## src/rtl/pkt_ring_ctrl.sv

```systemverilog
// Packet ring controller: stores packets into a circular external register file and replays
// committed packets on a ready/valid stream, dropping packets that do not fit.
module pkt_ring_ctrl #(
  parameter int unsigned pBITS  = 8,
  parameter int unsigned pDEPTH = 3072,
  parameter int unsigned pAW    = 12,
  parameter int unsigned pLQ    = 4
) (
  input  logic                     iclk,
  input  logic                     irst_n,
  input  logic                     ivalid,
  input  logic                     isop,
  input  logic                     ieop,
  input  logic [pBITS-1:0]         idata,
  output logic                     omem_wr_en,
  output logic [pAW-1:0]           omem_w_addr,
  output logic [pBITS-1:0]         omem_w_data,
  output logic [pAW-1:0]           omem_r_addr,
  input  logic [pBITS-1:0]         imem_r_data,
  output logic                     ovalid,
  output logic                     osop,
  output logic                     oeop,
  output logic [pBITS-1:0]         odata,
  input  logic                     iready,
  output logic                     odrop,
  output logic [$clog2(pLQ+1)-1:0] opkt_cnt
);

  // One extra bit so a packet or fill level equal to 2^pAW stays representable.
  localparam int unsigned LW = pAW + 1;
  localparam int unsigned QW = (pLQ > 1) ? $clog2(pLQ) : 1;
  localparam int unsigned CW = $clog2(pLQ + 1);
  localparam logic [pAW-1:0] LastAddr = pAW'(pDEPTH - 1);
  localparam logic [LW-1:0]  DepthL   = LW'(pDEPTH);

  typedef enum logic [1:0] {W_IDLE, W_RECV, W_DROP} wst_e;
  typedef enum logic {R_IDLE, R_SEND} rst_e;

  wst_e           wst_q, wst_d;
  rst_e           rd_st_q, rd_st_d;
  logic [pAW-1:0] wr_ptr_q, wr_ptr_d;
  logic [pAW-1:0] cm_ptr_q, cm_ptr_d;
  logic [pAW-1:0] rd_ptr_q, rd_ptr_d;
  logic [LW-1:0]  len_q, len_d;
  logic [LW-1:0]  used_q, used_d;
  logic [LW-1:0]  rem_q, rem_d;
  logic           first_q, first_d;
  logic [LW-1:0]  q_mem_q [pLQ];
  logic [QW-1:0]  q_head_q, q_tail_q;
  logic [CW-1:0]  q_cnt_q;

  logic           wr_en, discard, drop, push, pop, sop_go, rd_fire, q_full, buf_full;
  logic [pAW-1:0] wr_addr;

  function automatic logic [pAW-1:0] ptr_inc(input logic [pAW-1:0] p);
    return (p == LastAddr) ? '0 : p + 1'b1;
  endfunction

  function automatic logic [QW-1:0] q_inc(input logic [QW-1:0] i);
    return (i == QW'(pLQ - 1)) ? '0 : i + 1'b1;
  endfunction

  assign q_full   = (q_cnt_q == CW'(pLQ));
  assign buf_full = (used_q == DepthL);
  assign rd_fire  = (rd_st_q == R_SEND) && iready;

  // Write side. Outside W_RECV, wr_ptr equals cm_ptr, so a new packet always starts at cm_ptr.
  always_comb begin
    wst_d    = wst_q;
    wr_ptr_d = wr_ptr_q;
    cm_ptr_d = cm_ptr_q;
    len_d    = len_q;
    wr_en    = 1'b0;
    wr_addr  = wr_ptr_q;
    discard  = 1'b0;
    drop     = 1'b0;
    push     = 1'b0;
    sop_go   = 1'b0;
    if (ivalid) begin
      case (wst_q)
        W_RECV: begin
          if (isop) begin
            discard = 1'b1;
            drop    = 1'b1;
            sop_go  = 1'b1;
          end else if (buf_full) begin
            discard  = 1'b1;
            drop     = 1'b1;
            wr_ptr_d = cm_ptr_q;
            wst_d    = ieop ? W_IDLE : W_DROP;
          end else begin
            wr_en    = 1'b1;
            wr_ptr_d = ptr_inc(wr_ptr_q);
            len_d    = len_q + 1'b1;
            if (ieop) begin
              push     = 1'b1;
              cm_ptr_d = ptr_inc(wr_ptr_q);
              wst_d    = W_IDLE;
            end
          end
        end
        default: begin
          if (isop) begin
            sop_go = 1'b1;
          end else if (wst_q == W_DROP && ieop) begin
            wst_d = W_IDLE;
          end
        end
      endcase
      if (sop_go) begin
        // A discarded packet always held at least one byte, so space is guaranteed then.
        if (!q_full && (discard || !buf_full)) begin
          wr_en    = 1'b1;
          wr_addr  = cm_ptr_q;
          wr_ptr_d = ptr_inc(cm_ptr_q);
          len_d    = LW'(1);
          if (ieop) begin
            push     = 1'b1;
            cm_ptr_d = ptr_inc(cm_ptr_q);
            wst_d    = W_IDLE;
          end else begin
            wst_d = W_RECV;
          end
        end else begin
          drop     = 1'b1;
          wr_ptr_d = cm_ptr_q;
          wst_d    = ieop ? W_IDLE : W_DROP;
        end
      end
    end
  end

  always_comb begin
    used_d = used_q - (discard ? len_q : '0) + LW'(wr_en) - LW'(rd_fire);
  end

  // Read side.
  always_comb begin
    rd_st_d  = rd_st_q;
    rd_ptr_d = rd_ptr_q;
    rem_d    = rem_q;
    first_d  = first_q;
    pop      = 1'b0;
    case (rd_st_q)
      R_IDLE: begin
        if (q_cnt_q != '0) begin
          rem_d   = q_mem_q[q_head_q];
          first_d = 1'b1;
          rd_st_d = R_SEND;
        end
      end
      default: begin
        if (iready) begin
          rd_ptr_d = ptr_inc(rd_ptr_q);
          rem_d    = rem_q - 1'b1;
          first_d  = 1'b0;
          if (rem_q == LW'(1)) begin
            pop     = 1'b1;
            rd_st_d = R_IDLE;
          end
        end
      end
    endcase
  end

  always_ff @(posedge iclk or negedge irst_n) begin
    if (!irst_n) begin
      wst_q    <= W_IDLE;
      rd_st_q  <= R_IDLE;
      wr_ptr_q <= '0;
      cm_ptr_q <= '0;
      rd_ptr_q <= '0;
      len_q    <= '0;
      used_q   <= '0;
      rem_q    <= '0;
      first_q  <= 1'b0;
      q_head_q <= '0;
      q_tail_q <= '0;
      q_cnt_q  <= '0;
      for (int i = 0; i < pLQ; i++) begin
        q_mem_q[i] <= '0;
      end
    end else begin
      wst_q    <= wst_d;
      rd_st_q  <= rd_st_d;
      wr_ptr_q <= wr_ptr_d;
      cm_ptr_q <= cm_ptr_d;
      rd_ptr_q <= rd_ptr_d;
      len_q    <= len_d;
      used_q   <= used_d;
      rem_q    <= rem_d;
      first_q  <= first_d;
      q_cnt_q  <= q_cnt_q + CW'(push) - CW'(pop);
      if (push) begin
        q_mem_q[q_tail_q] <= len_d;
        q_tail_q          <= q_inc(q_tail_q);
      end
      if (pop) begin
        q_head_q <= q_inc(q_head_q);
      end
    end
  end

  // Write strobe and drop pulse track the input byte combinationally; reset forces them low.
  assign omem_wr_en  = irst_n & wr_en;
  assign omem_w_addr = wr_addr;
  assign omem_w_data = omem_wr_en ? idata : '0;
  assign odrop       = irst_n & drop;
  assign omem_r_addr = rd_ptr_q;
  assign ovalid      = (rd_st_q == R_SEND);
  assign osop        = ovalid & first_q;
  assign oeop        = ovalid & (rem_q == LW'(1));
  assign odata       = ovalid ? imem_r_data : '0;
  assign opkt_cnt    = q_cnt_q;

endmodule

```

## config.mk

```make
export PLATFORM = sky130hd
export DESIGN_NAME = pkt_ring_ctrl
export DESIGN_NICKNAME = d
export VERILOG_FILES = /design/src/rtl/pkt_ring_ctrl.sv
export SDC_FILE = /design/constraint.sdc
export NUM_CORES = 1
export LEC_CHECK = 0
export ABC_AREA = 1
export CAP_MARGIN = 5
export CORE_MARGIN = 2
export CORE_UTILIZATION = 35
export CTS_CLUSTER_DIAMETER = 120
export DETAILED_ROUTE_END_ITERATION = 6
export SKIP_LAST_GASP = 1
export SYNTH_ARGS = -nofsm -noshare
export SYNTH_HDL_FRONTEND = slang
export SYNTH_SLANG_ARGS = --single-unit
```

## constraint.sdc

```tcl
create_clock -name iclk -period 8.1 [get_ports iclk]
set_input_delay 1.62 -clock iclk [delete_from_list [all_inputs] [get_ports iclk]]
set_output_delay 1.62 -clock iclk [all_outputs]
set_load 0.005 [all_outputs]
```

==> results by group <==
GRT
  • GRT busiest layer: met2
  • GR Util met2: 0.283
  • First-pass GRT wire length: 38,000 um
  • Vias in the first global route: approximately 7,500
  • Tot GR Track Use: 0.178
  • Met1 Usage GRT: 0.247
  • Largest net degree at the start of global routing: between 80 and 90
  • Met3 Usage GRT: 0.0325
  • Final global-route overflow total: 0
  • Initial antenna violation count: 0

Floorplan
  • Number of cell rows: between 50 and 60
  • Initial cell density of the core: 0.355
  • Num ports: 70
  • Die X: approximately 160 um
  • Die ar.: roughly 27,000 um2
  • Die Y: roughly 160 um
  • CORE AREA: 25,100 um2

Timing
  • Final hold violations: 0
  • Slew margin rel.: 0.418
  • Final Setup Violations: 0
  • Worst Setup Slack, final: roughly 2.5 ns
  • Final period utilization: 0.695
  • Post-route minimum period: between 5 and 6 ns
  • Setup_tns: 0 ns
  • Unrepaired setup endpoints after global routing: no
  • Clock Skews: 0.00880 ns
  • FMAX: 178 MHz
  • Worst slew pin tran: 0.873 ns
  • Fin. max-slew vios: 0

Critical path
  • Most Frequent Cell on Critical Path: clkdlybuf4s50_1
  • CP endpoint kind: primary output
  • CP startpoint kind: primary input
  • CP Max Fanout: 36
  • Worst setup path class: primary input to primary output
  • Critical path data required time: 6.48 ns
  • Crit path buf inv count: 3
  • CP top delay family: buffers and inverters
  • Critical-path top delay cell: clkdlybuf4s50_1
  • CP peak stage delay: 0.53 ns
  • Crit path arrival time: approximately 4 ns
  • Crit path cell chain: clkdlybuf4s50_1 -> buf_4 -> nand4_4 -> nand2_4 -> nand2_1 -> nor2_1 -> clkdlybuf4s50_1

Pwr
  • Int Pwr: between 2000 and 2500 uW
  • Clock Power Share: 0.239
  • Peak supply drop: 0.151 mV
  • Net Switching: approximately 1400 uW
  • Pwr dens: ~320 nW/um2
  • Sw frac: 0.401
  • Lkg Pwr: between 0.005 and 0.006 uW
  • Sequential share of power: 0.342
  • Logic pwr share: 0.419

Placement
  • Placed Area: between 9000 and 10,000 um2
  • Placer congestion estimate: slightly below 0.9
  • Post-DP HPWL: 16,300 um
  • Pre-CTS worst setup slack: about 2.3 ns
  • IO Port Bufs: just under 70

Detailed routing
  • Final WL: ~23,000 um
  • Routed WL per cell: 14.4 um
  • DR pass1 iterations: 5
  • DR vias/cell: around 5
  • Vias: 7,933
  • Antenna viol nets, final: 0
  • 1st-iter DRT viols: approximately 590
  • Drt drc: 0

Logic synthesis
  • Synthesized area per cell: approximately 7.4 um2
  • Number of synthesized flops with an enable pin: 0
  • Synthesized Nets: about 1,300
  • Yosys cell types: 52
  • Sequential area share after synthesis: 0.387
  • Async S/R FF share, synth: 1.00
  • Post-synthesis cell area: just under 9000 um2
  • Top FF cell, synth: dfrtp_1
  • Synth Instances: between 1,000 and 1,500
  • YS warnings: 0
  • Register bit count reported by yosys: between 100 and 150

CTS
  • Clock latency on the worst-skew pair: 0.43 ns
  • H-tree Lvls: 4
  • Root Buffer: clkbuf_16
  • Post-CTS Hold Fix Bufs: 0
  • Clock-pin slew on the worst setup and hold paths: about 0.060 ns
  • CTS resizes: 0
  • Clk sinks: ~140
  • Total CTS buffers: 17
  • Post-CTS setup buffer count: 0
  • Clk buf depth: 2
  • CTS tree: built

Final layout
  • Post-Layout Inst Area: 10,400 um2
  • Final Util: 0.415
  • Share of layout cells above drive strength 1: 0.0626
  • Area Growth Syn to Fin: 16.9%
  • Diodes inserted: 0
  • Fill count: about 2,600
  • Final net count: 1,334

Hold path
  • Hold crit path type: register to register

Run status
  • Outcome: complete, no violations

Flow run
  • Max-Cap Viols: 0
==> cells in the mapped netlist (all sizes together) (19+ instances only) <==
master	count	area share
a21oi	25	0.014
buf	19	0.017
clkbuf	19	0.0084
dfrtp	138	0.39
ha	44	0.062
inv	172	0.073
nand2	300	0.13
nand3	78	0.046
nand4	19	0.015
nor2	145	0.065
nor3	20	0.015
o21ai	153	0.091
xor2	24	0.024
==> power groups by stage <==
stage | Sequential, uW | Combinational [uW] | Clock [uW]
6_report | 1160 | 1420 | 809
5_1_grt | 1190 | 1640 | 855
4_1_cts | 1150 | 1430 | 823
3_5_place_dp | 1160 | 1420 | 0
2_1_floorplan | 1090 | 1050 | 0
3_3_place_gp | 1160 | 1400 | 0
==> metrics by stage <==
stage / instances / hold slack [ns] / power (uW)
2_1_floorplan: 1211 / 0.437 / 2140
3_3_place_gp: 1575 / 0.462 / 2560
3_5_place_dp: 1575 / 0.468 / 2580
4_1_cts: 1607 / 0.484 / 3410
5_1_grt: 1607 / 0.507 / 3690
6_report: 1607 / 0.481 / 3390
==> cell usage in the layout, fill, tap and decap left out, drive strengths merged <==
master         synthesis  layout
a211oi                 1       1
a21oi                 25      25
a221o                  1       1
a221oi                 1       1
a22o                   1       1
a22oi                  1       1
a31oi                  3       3
buf                   19       4
bufinv                 0       3
clkbuf                19      22
clkdlybuf4s50          0      68
clkinv                 4      10
dfrtp                138     138
fa                     4       4
ha                    44      44
inv                  172     173
nand2                300     300
nand3                 78      78
nand3b                 3       3
nand4                 19      19
nor2                 145     145
nor3                  20      20
nor3b                  3       3
nor4                   2       2
o211ai                 4       4
o21a                   1       1
o21ai                153     153
o21bai                 1       1
o221ai                 3       3
o22a                   1       1
o22ai                  8       8
o311ai                 2       2
o31ai                  1       1
or2                    2       2
xnor2                  8       8
xor2                  24      24
==> sequential cells by signal, summed over array words and instances (netlist names) <==
name / count
q_mem_q: 52
len_q: 13
rem_q: 13
used_q: 13
cm_ptr_q: 12
omem_r_addr: 12
wr_ptr_q: 12
opkt_cnt: 3
q_head_q: 2
q_tail_q: 2
wst_q: 2
first_q: 1
ovalid: 1
==> routing by layer <==
metal | part of all wire | wire, um
met3 | 0.050 | 1150
met5 | 0 | 0
met4 | 0.014 | 320
met2 | 0.46 | 10600
met1 | 0.48 | 11000
==> worst paths after layout <==
| kind | depth (start not counted) | from | slack [ns] | end |
|---|---|---|---|---|
| max | 7 | ivalid | 2.47 | omem_w_data[0] |
| min | 2 | first_q | 0.48 | first_q |
| max reg2reg | 22 | used_q[7] | 3.95 | used_q[9] |
| min reg2reg | 2 | first_q | 0.48 | first_q |
| max in group asynchronous | 2 | irst_n | 5.65 | q_mem_q[24] |
| min in group asynchronous | 1 | irst_n | 1.25 | used_q[10] |
==> final cells by class <==
type | count | area (um2) | share of cell area
well taps | 330 | 413 | 0.0396
multi-input cells | 859 | 4580 | 0.439
repair buffers | 72 | 714 | 0.0685
clock inverters | 10 | 140 | 0.0134
flip-flops and latches | 138 | 3450 | 0.331
clock buffers | 22 | 464 | 0.0445
inverters | 176 | 668 | 0.0641
==> cells by family after synthesis <==
| logic type | count (synthesis) | share of synthesized area |
|---|---|---|
| AND/OR/NAND/NOR | 572 | 0.281 |
| buffers and inverters | 214 | 0.100 |
| AO/OA/AOI/OAI | 207 | 0.130 |
| flip-flops | 138 | 0.387 |
| adder cells (fa/ha/maj) | 48 | 0.0707 |
| XOR/XNOR | 32 | 0.0314 |
==> worst register-to-register path, delay by kind of cell (launching register included) <==
| kind | cells | cell delay [ns] |
|---|---|---|
| and+or+nand+nor | 14 | 1.84 |
| AOI/OAI and AO/OA | 1 | 0.21 |
| xor gates and xnor gates | 1 | 0.15 |
| buffers and inverters | 2 | 0.23 |
| adders and majority gates | 4 | 1.27 |
| DFF | 1 | 0.38 |
No activity file was read; power rests on OpenSTA's default activity.
